**src/rtl/c5_burst_decrementer_if.sv**
```systemverilog
// Request/response bundle for the descending-address burst generator.
// The master modport faces the requester/consumer side; slave is the generator.
interface c5_burst_decrementer_if #(
  parameter int unsigned COUNT_W = 8
) ();
  logic               I_start;
  logic [31:2]        I_addr;
  logic [COUNT_W-1:0] I_count;
  logic               I_abort;
  logic               I_ready;
  logic               O_valid;
  logic [31:2]        O_addr;
  logic               O_last;
  logic               O_busy;
  logic               O_done;
  logic               O_wrap;

  modport master (
    output I_start, I_addr, I_count, I_abort, I_ready,
    input  O_valid, O_addr, O_last, O_busy, O_done, O_wrap
  );

  modport slave (
    input  I_start, I_addr, I_count, I_abort, I_ready,
    output O_valid, O_addr, O_last, O_busy, O_done, O_wrap
  );
endinterface

```
**src/rtl/c5_burst_decrementer.sv**
```systemverilog
// Burst address generator: walks word addresses downward from a start address,
// one beat per accepted handshake, with abort, zero-length bursts and wrap flag.
module c5_burst_decrementer #(
  parameter int unsigned COUNT_W = 8
) (
  input  logic                    I_clk,
  input  logic                    I_rst_n,
  c5_burst_decrementer_if.slave   bus
);

  localparam int unsigned ADDR_W = 30;

  localparam logic [1:0] ST_IDLE = 2'd0;
  localparam logic [1:0] ST_RUN  = 2'd1;
  localparam logic [1:0] ST_DONE = 2'd2;

  logic [1:0]         state_q, state_d;
  logic [ADDR_W-1:0]  addr_q,  addr_d;
  logic [COUNT_W-1:0] cnt_q,   cnt_d;
  logic               valid_q, valid_d;
  logic               last_q,  last_d;
  logic               busy_q,  busy_d;
  logic               done_q,  done_d;
  logic               wrap_q,  wrap_d;

  // Next-state and output decode
  always_comb begin
    state_d = state_q;
    addr_d  = addr_q;
    cnt_d   = cnt_q;
    valid_d = valid_q;
    last_d  = last_q;
    busy_d  = busy_q;
    done_d  = 1'b0;
    wrap_d  = wrap_q;

    case (state_q)
      ST_IDLE: begin
        if (bus.I_start) begin
          wrap_d = 1'b0;
          busy_d = 1'b1;
          if (bus.I_count != '0) begin
            state_d = ST_RUN;
            addr_d  = bus.I_addr;
            cnt_d   = bus.I_count;
            valid_d = 1'b1;
            last_d  = (bus.I_count == COUNT_W'(1));
          end else begin
            // Zero-length burst spends one silent cycle in DONE before pulsing
            state_d = ST_DONE;
          end
        end
      end

      ST_RUN: begin
        if (bus.I_abort) begin
          state_d = ST_IDLE;
          valid_d = 1'b0;
          last_d  = 1'b0;
          busy_d  = 1'b0;
        end else if (bus.I_ready) begin
          if (last_q) begin
            state_d = ST_DONE;
            valid_d = 1'b0;
            last_d  = 1'b0;
            done_d  = 1'b1;
          end else begin
            addr_d = addr_q - ADDR_W'(1);
            cnt_d  = cnt_q - COUNT_W'(1);
            last_d = (cnt_q == COUNT_W'(2));
            if (addr_q == '0) begin
              wrap_d = 1'b1;
            end
          end
        end
      end

      ST_DONE: begin
        // Leave once the completion pulse has been shown
        if (done_q) begin
          state_d = ST_IDLE;
          busy_d  = 1'b0;
        end else begin
          done_d = 1'b1;
        end
      end

      default: begin
        state_d = ST_IDLE;
        valid_d = 1'b0;
        last_d  = 1'b0;
        busy_d  = 1'b0;
      end
    endcase
  end

  // State and output registers
  always_ff @(posedge I_clk or negedge I_rst_n) begin
    if (!I_rst_n) begin
      state_q <= ST_IDLE;
      addr_q  <= '0;
      cnt_q   <= '0;
      valid_q <= 1'b0;
      last_q  <= 1'b0;
      busy_q  <= 1'b0;
      done_q  <= 1'b0;
      wrap_q  <= 1'b0;
    end else begin
      state_q <= state_d;
      addr_q  <= addr_d;
      cnt_q   <= cnt_d;
      valid_q <= valid_d;
      last_q  <= last_d;
      busy_q  <= busy_d;
      done_q  <= done_d;
      wrap_q  <= wrap_d;
    end
  end

  assign bus.O_valid = valid_q;
  assign bus.O_addr  = addr_q;
  assign bus.O_last  = last_q;
  assign bus.O_busy  = busy_q;
  assign bus.O_done  = done_q;
  assign bus.O_wrap  = wrap_q;

endmodule

```
**src/flat_wrapper.sv**
```systemverilog
// flat-port wrapper written by rule: the top's interface ports become plain ports
module c5_burst_decrementer_flat 
#(
  parameter int unsigned COUNT_W = 8
)
  (I_clk, I_rst_n, bus_I_start, bus_I_addr, bus_I_count, bus_I_abort, bus_I_ready, bus_O_valid, bus_O_addr, bus_O_last, bus_O_busy, bus_O_done, bus_O_wrap);
  c5_burst_decrementer_if #(.COUNT_W(COUNT_W)) bus_i ();
  input  logic I_clk;
  input  logic I_rst_n;
  input wire logic [$bits(bus_i.I_start)-1:0] bus_I_start;
  input wire logic [$bits(bus_i.I_addr)-1:0] bus_I_addr;
  input wire logic [$bits(bus_i.I_count)-1:0] bus_I_count;
  input wire logic [$bits(bus_i.I_abort)-1:0] bus_I_abort;
  input wire logic [$bits(bus_i.I_ready)-1:0] bus_I_ready;
  output wire logic [$bits(bus_i.O_valid)-1:0] bus_O_valid;
  output wire logic [$bits(bus_i.O_addr)-1:0] bus_O_addr;
  output wire logic [$bits(bus_i.O_last)-1:0] bus_O_last;
  output wire logic [$bits(bus_i.O_busy)-1:0] bus_O_busy;
  output wire logic [$bits(bus_i.O_done)-1:0] bus_O_done;
  output wire logic [$bits(bus_i.O_wrap)-1:0] bus_O_wrap;
  assign bus_i.I_start = bus_I_start;
  assign bus_i.I_addr = bus_I_addr;
  assign bus_i.I_count = bus_I_count;
  assign bus_i.I_abort = bus_I_abort;
  assign bus_i.I_ready = bus_I_ready;
  assign bus_O_valid = bus_i.O_valid;
  assign bus_O_addr = bus_i.O_addr;
  assign bus_O_last = bus_i.O_last;
  assign bus_O_busy = bus_i.O_busy;
  assign bus_O_done = bus_i.O_done;
  assign bus_O_wrap = bus_i.O_wrap;
  c5_burst_decrementer #(.COUNT_W(COUNT_W)) u_core (.I_clk(I_clk), .I_rst_n(I_rst_n), .bus(bus_i));
endmodule
```
**config.mk**
```make
export PLATFORM = sky130hd
export DESIGN_NAME = c5_burst_decrementer_flat
export DESIGN_NICKNAME = d
export VERILOG_FILES = /design/src/rtl/c5_burst_decrementer_if.sv /design/src/rtl/c5_burst_decrementer.sv /design/src/flat_wrapper.sv
export SDC_FILE = /design/constraint.sdc
export NUM_CORES = 1
export LEC_CHECK = 0
export BUFFER_PORTS_ARGS = -buffer_cell sky130_fd_sc_hd__buf_4
export CAP_MARGIN = 20
export CORE_MARGIN = 2
export CORE_UTILIZATION = 35
export CTS_CLUSTER_DIAMETER = 60
export DETAILED_ROUTE_END_ITERATION = 6
export PLACE_DENSITY = 0.57
export SYNTH_ARGS = -nofsm -noshare
export SYNTH_HDL_FRONTEND = slang
export SYNTH_SLANG_ARGS = --single-unit
```
**constraint.sdc**
```tcl
create_clock -name I_clk -period 2.7 [get_ports I_clk]
set_input_delay 0.405 -clock I_clk [delete_from_list [all_inputs] [get_ports I_clk]]
set_output_delay 0.405 -clock I_clk [all_outputs]
set_load 0.1 [all_outputs]
```
==> flow_metrics.tcl <==
set metrics [dict create \
    status "completed" \
    worstPathRequired_ns 2.89 \
    clock_latency_ns 0.30 \
    slew_headroom_pct 50.0 \
    cts_tree "yes" \
    antenna_found_initial 0 \
    portBuffers 77 \
    ys_seq_area_share_pct 38.7 \
    yosysWarningCount 0 \
    num_vias 2942 \
    drt_iter0_drc 137 \
    grt_max_degree 52 \
    yosysMostFrequentCell "dfrtp_1" \
    grt_overflow_total 0 \
    hp-class "in -> async" \
    clk_pin_slew_ns 0.09 \
    ys_top_cells_by_area "dfrtp_1 39%, a21oi_1 6.2%, o21ai_0 4.0%, nand2_1 3.7%, o22ai_1 3.4%" \
    routed_wl_um 8540 \
    tns_ns 0 \
    clock.fmax_ghz 0.451 \
    synthTopCellsByCount "45 x dfrtp_1, 36 x a21oi_1, 29 x nand2_1" \
    grt_pass1_wl_um 14000 \
    wl_per_cell_um 16.5 \
    rsz0062_at_grt "false" \
    drv_cap 0 \
    cts_made_buffers 5 \
    clock_path_buffers 2 \
    die_y_um 95.2 \
    synth_top_area_cell "dfrtp_1" \
    detail-route-antenna-nets 0 \
    layout.nets 461 \
    met3_usage_pct 3.48 \
    cp_max_fo 13 \
    worstPathArrival_ns 2.40 \
    initial_core_util_pct 35.8 \
    area.growth.synth_to_final_pct 27.9 \
    ios 78 \
    tightestPinTransition_ns 0.739 \
    root_buffer "clkbuf_8" \
    fin_crit_ns 2.22 \
    die_w_um 95.2 \
    clock_skew_ns 0.00661 \
    grt_pass1_vias 2813 \
    period_share_pct 82.1 \
    grt_busiest_layer "met2" \
    place_congestion 0.813 \
    syn_area_um2 2910 \
    async_flop_share_pct 100 \
    rows 33 \
    finalHoldViolCount 0 \
    ys_types 56 \
    startpoint_type "register" \
    numClockSinks 45 \
    drc 0 \
    synth_cells 339 \
    cp-end-kind "register" \
    dr.pass1.iters 4 \
    avgSynthCellArea_um2 8.59 \
    diodes 0 \
    ys.flop_type "dfrtp_1" \
    syn_nets 388 \
    cts-resized-gates 0 \
    grt_util_met1_pct 27.6 \
    track_usage_pct 19.5 \
    viasPerCell 5.68 \
    synth_top_cell_area_share_pct 38.7 \
    ys_ff_latch 45 \
    layout-drive-gt1-share_pct 27.1 \
    post_cts_buffers 0 \
    hold_buffers 0 \
    cts_max_level 2 \
    dp_hpwl_um 6130 \
    setup_viol 0 \
    slew_violations 0 \
    crit_type "reg -> reg" \
    use_met2_pct 31.5 \
    dieArea_um2 9070 \
    synth-edff-count 0 \
    num-fill-cells 812 \
    coreArea_um2 8130 \
]
==> final timing paths <==
check | cells past startpoint | end | slack [ns] | start
worst max-delay path | 5 | u_core.bus.O_addr[31]$_DFFE_PN0P_ | 0.48 | u_core.bus.O_addr[16]$_DFFE_PN0P_
worst max register to register | 5 | u_core.bus.O_addr[31]$_DFFE_PN0P_ | 0.48 | u_core.bus.O_addr[16]$_DFFE_PN0P_
worst min-delay path | 1 | u_core.cnt_q[0]$_DFFE_PN0P_ | 0.09 | I_rst_n
worst min register to register | 2 | u_core.bus.O_wrap$_DFFE_PN0P_ | 0.52 | u_core.bus.O_wrap$_DFFE_PN0P_
min in group I_clk | 3 | u_core.bus.O_addr[24]$_DFFE_PN0P_ | 0.36 | bus_I_addr[22]
max in group asynchronous | 1 | u_core.cnt_q[3]$_DFFE_PN0P_ | 2.18 | I_rst_n
==> through the flow <==
step	setup WS, ns	area [µm²]	instances	util [%]	hold WS, ns
floorplan	0.207	2910	339	-	0.109
global placement	0.519	3620	510	44.5	0.459
detailed placement	0.480	3620	510	44.5	0.457
CTS	0.484	3720	518	45.8	0.132
global route	0.247	3720	518	45.8	0.151
finish	0.482	3720	518	45.8	0.0926
==> layout by cell type, fill, tap and decap left out, types with 2 or more instances in the layout <==
master,n
buf_4,86
nand2b_1,5
nor4_4,3
o22a_1,3
nor4_1,11
inv_1,8
or4_4,2
nor2b_1,3
nor4b_1,2
a21o_1,4
nand2_1,29
nor2_1,24
a21oi_1,36
a211oi_1,2
dfrtp_1,45
mux2i_1,4
o21ai_0,23
and4_1,4
o41ai_1,2
clkbuf_8,7
o32ai_1,3
nand3_1,13
nor3_1,15
o22ai_1,16
or4_1,4
a31oi_1,6
or3_1,3
ha_1,5
o211ai_1,2
a2bb2oi_1,8
nand4_1,8
==> layer usage <==
metal | vias to the layer above | wire length, µm
li1 | 1448 | -
met1 | 1416 | 3980
met2 | 74 | 4040
met3 | 4 | 496
met4 | 0 | 24
met5 | - | 0
==> worst max-delay path, stage by stage (launching register included) <==
cell and delay, ns:
dfrtp_1 0.47, or4_1 0.77, or3_1 0.39, nor3_1 0.20
and4_1 0.22, nor3_1 0.05
==> final cells by class <==
class	instances	area, µm²	area share [%]
clock inverters	1	5.00	0.134
flip-flops and latches	45	1130	30.2
inverters	9	33.8	0.907
well taps	105	131	3.53
clock buffers	7	96.3	2.59
repair buffers	87	666	17.9
multi-input cells	264	1670	44.7
==> state kept, by name, indices dropped and copies added, names as in the netlist <==
signal / count
u_core.bus.O_valid: 1
u_core.bus.O_wrap: 1
u_core.bus.O_addr: 30
u_core.bus.O_busy: 1
u_core.bus.O_last: 1
u_core.cnt_q: 8
u_core.state_q: 2
u_core.bus.O_done: 1
==> cells by family (layout without fill, tap and decap cells) <==
logic type	after synthesis	after routing	share of synthesized area, %
adders and majority gates	6	6	2.58
buffers and inverters	30	104	4.21
DFF	45	45	38.7
muxes	5	5	1.76
AOI/OAI and AO/OA	115	115	24.7
and+or+nand+nor	138	138	28.1
Power is not shown: default switching activity piles up to over one toggle a cycle in this logic, so the estimate is an artifact.
